### src/rtl/pc_pkg.sv
// Shared types and default parameters for the program-counter generator.
// Pending-event kinds are ordered so an exception is never displaced by a later redirect.
package pc_pkg;

  localparam int          XLEN_DEF      = 32;
  localparam int          STEP_DEF      = 4;
  localparam logic [31:0] RESET_VEC_DEF = 32'h0000_0000;
  localparam logic [31:0] EXC_VEC_DEF   = 32'h0000_0040;

  typedef enum logic {
    IDLE,
    RUN
  } state_e;

  typedef enum logic [1:0] {
    NONE,
    REDIR,
    EXC
  } pend_kind_e;

endpackage

### src/rtl/pc_pend_latch.sv
// Holds one redirect/exception that arrived while the PC was held; 1-cycle capture, cleared on apply.
// Exception overwrites anything pending; a redirect only overwrites a pending redirect.
module pc_pend_latch
  import pc_pkg::*;
#(
  parameter int XLEN = XLEN_DEF
) (
  input  logic            i_clk,
  input  logic            i_rst_n,
  input  logic            i_capture,
  input  logic            i_clear,
  input  logic            i_exc,
  input  logic            i_redir,
  input  logic [XLEN-1:0] i_target,
  output pend_kind_e      o_kind,
  output logic [XLEN-1:0] o_target
);

  pend_kind_e      r_kind;
  logic [XLEN-1:0] r_target;

  always_ff @(posedge i_clk or negedge i_rst_n) begin
    if (!i_rst_n) begin
      r_kind   <= NONE;
      r_target <= '0;
    end else if (i_clear) begin
      r_kind <= NONE;
    end else if (i_capture) begin
      if (i_exc) begin
        r_kind <= EXC;
      end else if (i_redir && (r_kind != EXC)) begin
        r_kind   <= REDIR;
        r_target <= i_target;
      end
    end
  end

  assign o_kind   = r_kind;
  assign o_target = r_target;

endmodule

### src/rtl/pc_gen.sv
// Fetch PC generator: advances by STEP per unheld cycle, redirect/exception applied after one edge.
// Events arriving while held are latched and applied on the first unheld cycle.
module pc_gen
  import pc_pkg::*;
#(
  parameter int              XLEN      = XLEN_DEF,
  parameter int              STEP      = STEP_DEF,
  parameter logic [XLEN-1:0] RESET_VEC = XLEN'(RESET_VEC_DEF),
  parameter logic [XLEN-1:0] EXC_VEC   = XLEN'(EXC_VEC_DEF)
) (
  input  logic            clk_i,
  input  logic            rst_i,
  input  logic            start_i,
  input  logic            stall_hazard_i,
  input  logic            stall_mem_i,
  input  logic            redirect_valid_i,
  input  logic [XLEN-1:0] redirect_target_i,
  input  logic            exc_i,
  output logic [XLEN-1:0] pc_o,
  output logic            pc_valid_o,
  output logic            pend_o,
  output logic            misalign_o
);

  localparam logic [XLEN-1:0] ALIGN_MASK = XLEN'(STEP - 1);

  state_e          r_state;
  state_e          w_state_nxt;
  logic [XLEN-1:0] r_pc;
  logic [XLEN-1:0] w_pc_nxt;
  logic            r_misalign;
  logic            w_hold;
  logic            w_run;
  logic            w_misalign;
  logic            w_exc_evt;
  logic            w_redir_evt;
  pend_kind_e      w_pend_kind;
  logic [XLEN-1:0] w_pend_target;

  assign w_hold      = ~start_i | stall_hazard_i | stall_mem_i;
  assign w_run       = (r_state == RUN);
  // Mask is zero for STEP=1, so no redirect is ever misaligned there.
  assign w_misalign  = redirect_valid_i && ((redirect_target_i & ALIGN_MASK) != '0);
  assign w_exc_evt   = exc_i | w_misalign;
  assign w_redir_evt = redirect_valid_i & ~w_misalign;

  always_ff @(posedge clk_i or negedge rst_i) begin
    if (!rst_i) r_state <= IDLE;
    else        r_state <= w_state_nxt;
  end

  always_comb begin
    w_state_nxt = r_state;
    if (r_state == IDLE && start_i) w_state_nxt = RUN;
  end

  always_comb begin
    pc_valid_o = w_run & ~w_hold;
  end

  pc_pend_latch #(
    .XLEN (XLEN)
  ) u_pend (
    .i_clk     (clk_i),
    .i_rst_n   (rst_i),
    .i_capture (w_run & w_hold),
    .i_clear   (w_run & ~w_hold),
    .i_exc     (w_exc_evt),
    .i_redir   (w_redir_evt),
    .i_target  (redirect_target_i),
    .o_kind    (w_pend_kind),
    .o_target  (w_pend_target)
  );

  // Live events beat the pending one; exceptions beat redirects.
  always_comb begin
    w_pc_nxt = r_pc + XLEN'(STEP);
    if (w_exc_evt)                w_pc_nxt = EXC_VEC;
    else if (w_redir_evt)         w_pc_nxt = redirect_target_i;
    else if (w_pend_kind == EXC)  w_pc_nxt = EXC_VEC;
    else if (w_pend_kind == REDIR) w_pc_nxt = w_pend_target;
  end

  always_ff @(posedge clk_i or negedge rst_i) begin
    if (!rst_i) begin
      r_pc       <= RESET_VEC;
      r_misalign <= 1'b0;
    end else begin
      r_misalign <= w_run & w_misalign;
      if (w_run && !w_hold) r_pc <= w_pc_nxt;
    end
  end

  assign pc_o       = r_pc;
  assign pend_o     = (w_pend_kind != NONE);
  assign misalign_o = r_misalign;

endmodule
### config.mk
export PLATFORM = sky130hd
export DESIGN_NAME = pc_gen
export DESIGN_NICKNAME = d
export VERILOG_FILES = /design/src/rtl/pc_pkg.sv /design/src/rtl/pc_pend_latch.sv /design/src/rtl/pc_gen.sv
export SDC_FILE = /design/constraint.sdc
export NUM_CORES = 1
export LEC_CHECK = 0
export CAP_MARGIN = 20
export CORE_ASPECT_RATIO = 1.1
export CORE_MARGIN = 2
export CORE_UTILIZATION = 52
export CTS_CLUSTER_DIAMETER = 50
export DETAILED_ROUTE_END_ITERATION = 10
export MAX_ROUTING_LAYER = met4
export PLACE_DENSITY_LB_ADDON = 0.1
export SLEW_MARGIN = 20
export SYNTH_ARGS = -nofsm -noshare
export SYNTH_HDL_FRONTEND = slang
export SYNTH_SLANG_ARGS = --single-unit
### constraint.sdc
create_clock -name clk_i -period 2.7 [get_ports clk_i]
set_clock_uncertainty 0.15 [all_clocks]
set_input_delay 0.27 -clock clk_i [delete_from_list [all_inputs] [get_ports clk_i]]
set_output_delay 0.27 -clock clk_i [all_outputs]
set_load 0.01 [all_outputs]
Word-level counts from Yosys, hierarchy flattened. Cells that the tools add are included. Widths: inputs -> output; s select.

Input port bits: 39. Output and inout port bits: 35. Register bits after elaboration: 68. Logic and storage cells: 41.

Reductions and logical operators: 11. Equal/unequal tests: 3. Mux-type cells: 8. $add $sub $neg: 1. Bitwise operators: 13.

Operators with widths (number): $mux 32 (4); $add 32x3->32 const B (1); $reduce_bool 32->1 (1); $mux 2 (4); $not 1->1 (6); $and 1x1->1 (4); $logic_and 1x1->1 (4); $reduce_and 4->1 (1); $reduce_bool 2->1 (2); $or 1x1->1 (3); $reduce_bool 3->1 (1); $eq 2x1->1 const B (1); $eq 2x2->1 const B (1); $ne 2x2->1 const B (1); $reduce_and 2->1 (1); $logic_not 1->1 (1).

Logic depth before layout (Yosys ltp).
Depth in word-level cells: 9. Depth in mapped cells: 8. Gate-level depth less buffers: 7.

Hierarchy. A second synthesis with hierarchy kept.

Cell total of the unflattened synthesis: 398. Area, all modules: 4000.1 um^2.

By module, submodules not included: pc_gen (sequential area each 850.8 um^2, area each 2571.2 um^2, cells an instance 321, times used 1); pc_pend_latch (sequential area each 850.8 um^2, area each 1428.9 um^2, cells an instance 77, times used 1).

Worst setup path after synthesis. OpenSTA, ideal clock, no wires.

Kind: register to register. Start: register r_pc[4] (netlist: pc_o[4]). End: register r_pc[25] (netlist: pc_o[25]). Clock period less this slack: 2253 ps. Slack: 447 ps. Arrival: 2034 ps. Path buffers: 1. Required time: 2481 ps. Cell stages (with the launch flop): 7. Path through: dfrtp_1 nand3_1 or4_1 buf_2 or2_4 or4_1 nand3_1.

Cells in the longest elaborated chain, start to end: 5.

Ends and longest elaborated chain: start, declared (line pc_gen.sv:29) `logic [XLEN-1:0] r_pc;`; start signal, assigned (line pc_gen.sv:90) `if (w_run && !w_hold) r_pc <= w_pc_nxt;`; $add 32x3->32 (line pc_gen.sv:77) `w_pc_nxt = r_pc + XLEN'(STEP);`; $mux 32 (line pc_gen.sv:81) `else if (w_pend_kind == REDIR) w_pc_nxt = w_pend_target;`; $mux 32 (line pc_gen.sv:80) `else if (w_pend_kind == EXC) w_pc_nxt = EXC_VEC;`; $mux 32 (line pc_gen.sv:79) `else if (w_redir_evt) w_pc_nxt = redirect_target_i;`; $mux 32 (line pc_gen.sv:78) `if (w_exc_evt) w_pc_nxt = EXC_VEC;`.

No other way between the ends. A chain may end at the register's enable or synchronous reset.

Worst setup path after layout. Ends and elaborated chain as after synthesis.

==> results.txt <==
Setup violators final: 0
Max Clock Freq: 405 MHz
Synth cell count leaders: dfrtp_1 (68), nand2_1 (37), o21ai_0 (32)
Mapped Cells: 384
#FFs+latches synth: 68
Final Worst Setup Slack: 0.229 ns
Setup Buffers After CTS: 0
Pre-CTS WS: 0.258 ns
Max_slew headroom: 60.3%
Total of warnings raised by yosys: 0
# fillers: 576
Synth cell types: 55
Routed Antenna Nets: 0
Die height: 93.2 um
Post-synthesis average cell area: 9.80 um^2
Number of flops mapped to enable cells by yosys: 0
Largest net degree at the start of global routing: 31
Port-buffer cells: 73
Slowest-stage cell, CP: or4_1
Final Instance Area: 0.00489 mm^2
WL per Instance: 18.3 um
RSZ-0062 raised after global routing: false
Clock-pin transition on the worst setup and hold timing paths: 0.07 ns
Final Cycle Share: 91.5%
WS Path Type: reg2reg
Deepest clock path buffer count: 2
Max Cap Viol: 0
CTS hold repair buffers: 1
Slew @ Worst Pin: 0.596 ns
Largest cells by area after synthesis: dfrtp_1 (45%), mux2_2 (9.0%), o21ai_0 (4.3%), nand2_1 (3.7%), nand3_1 (2.9%)
Most common flop cell mapped by yosys: dfrtp_1
Syn nets: 427
Area of the multi-input gates: 0.00196 mm^2
Synth top area share: 45.2%
Post-DP HPWL: 7150 um
Initial drt markers: 250
DR pass1 iterations: 5
Root buf cell: clkbuf_8
Remaining DRCs: 0
CTS Buf Count: 9
Share of cells above drive strength 1: 17.1%
Final WL: 10300 um
Initial Util: 53.7%
RePlAce Congestion: 0.847
CTS tree: yes
Pwr Density: 498 mW/mm^2
Seq. cell area: 0.00170 mm^2
Die area: 0.00793 mm^2
Die W: 85.1 um
Area leader, netlist: dfrtp_1
Dpl cell area: 0.00471 mm^2
Most frequent cell after synthesis: dfrtp_1
Vias in the first global route: 3434
Worst R2R Path Depth: 5
Seq/Total Area, Yosys: 45.2%
Startpoint type of the worst setup path: flip-flop
VDD IR max: 0.298 mV
Final Hold Fails: 0
Critical Path AT: 2.60 ns
GRT overflow: 0
Final worst path period need: 2.47 ns
Nets@finish: 514
Mapped cell area: 0.00376 mm^2
H-tree levels: 3
First-pass GRT wire length: 16900 um
Final Max Tran Viols: 0
CTS Sinks: 68
Outcome: finished clean
Worst Setup End Kind: flip-flop
Pleak: 2.02 nW
Worst Path Required: 2.83 ns
Fin Setup TNS: 0 ns
I/O pin count: 74
All-Layer GR Usage: 27.8%
Ys async rst share: 100%
Diode count: 0
Vias per cell: 6.33
DR vias: 3546
Layout-stage area growth over the synthesis result: 30.0%
Initial antenna violation count: 0
Critical path peak fanout: 7
Clock Latency Late Sink: 0.35 ns
Resized Gates After CTS: 0
Core area: 0.00701 mm^2
Worst path max stage delay: 0.69 ns
CP Cell Sequence: nand3_1 -> or4_1 -> or2_4 -> or4_1 -> nand3_1
Min-Delay Path Class: in2async
Placement Rows: 32
==> final timing paths <==
| path | slack (ns) | to | startpoint |
|---|---|---|---|
| worst max-delay path | 0.23 | pc_o[25] | pc_o[4] |
| max in group asynchronous | 1.35 | u_pend.o_target[21] | rst_i |
| worst min-delay path | 0.30 | pc_o[10] | rst_i |
| worst min register to register | 0.33 | pc_o[0] | pc_o[0] |
| worst max register to register | 0.23 | pc_o[25] | pc_o[4] |
| min in group clk_i | 0.33 | pc_o[0] | pc_o[0] |
==> stage by stage <==
stage	std cells	util, %	power, mW	hold slack [ns]
after CTS	560	69.8	2.45	0.326
final	560	69.8	2.44	0.297
after global placement	544	67.3	1.68	0.156
after detailed placement	544	67.3	1.70	0.158
after floorplan	384	-	1.48	-0.176
after global routing	560	69.8	2.55	0.347
==> per-layer routing <==
metal / track usage, % / vias to the layer above / share of wire (%)
li1: - / 1613 / -
met1: 37.9 / 1730 / 43
met2: 42.4 / 187 / 47
met3: 5.47 / 16 / 7.8
met4: 8.33 / 0 / 1.5
met5: - / - / 0
==> registers in the layout (all words and copies together), names as in the netlist <==
name	count
misalign_o	1
r_state	1
u_pend.o_target	32
u_pend.o_kind	2
pc_o	32
==> worst max-delay path, delay by kind of cell (launching register included) <==
kind	cells	cell delay, ns
flops	1	0.47
simple gates	5	1.76
==> final cells by class <==
| type | count | area share, % |
|---|---|---|
| sequential | 68 | 34.8 |
| multi-input combinational | 287 | 40.1 |
| clock inverter | 2 | 0.205 |
| timing repair buffer | 98 | 19.0 |
| clock buffer | 13 | 3.25 |
| tap | 85 | 2.17 |
| inverter | 7 | 0.537 |
==> cell families after synthesis <==
| kind of cell | count (synthesis) | synth area share, % |
|---|---|---|
| AND/OR/NAND/NOR | 140 | 20.6 |
| AO/OA/AOI/OAI | 95 | 16.5 |
| flip-flops | 68 | 45.2 |
| multiplexers | 34 | 10.0 |
| buffers and inverters | 29 | 3.03 |
| XOR/XNOR | 14 | 3.26 |
| adder cells (fa/ha/maj) | 4 | 1.33 |
==> cell usage in the layout (no fill, tap or decap), types with 3 or more instances in the layout <==
cell type / n
a211o_1: 3
a21o_1: 3
a21oi_1: 19
a221oi_1: 8
a22oi_1: 6
and3_1: 14
and4_1: 4
buf_4: 23
clkbuf_8: 11
clkdlybuf4s50_1: 72
dfrtp_1: 68
ha_1: 4
inv_1: 7
mux2_2: 30
mux2i_1: 4
nand2_1: 37
nand2b_1: 3
nand3_1: 22
nand4_1: 6
nor2_1: 11
nor2b_1: 4
nor3_1: 10
nor4_1: 7
o21ai_0: 32
o31ai_1: 3
or4_1: 4
xnor2_1: 6
xor2_1: 8
==> power breakdown <==
part / internal (mW) / leakage, nW / switching (mW)
Combinational: 0.245 / 1.04 / 0.170
Sequential: 1.17 / 0.887 / 0.105
Clock: 0.376 / 0.0893 / 0.376
(Power assumes the default switching activity.)
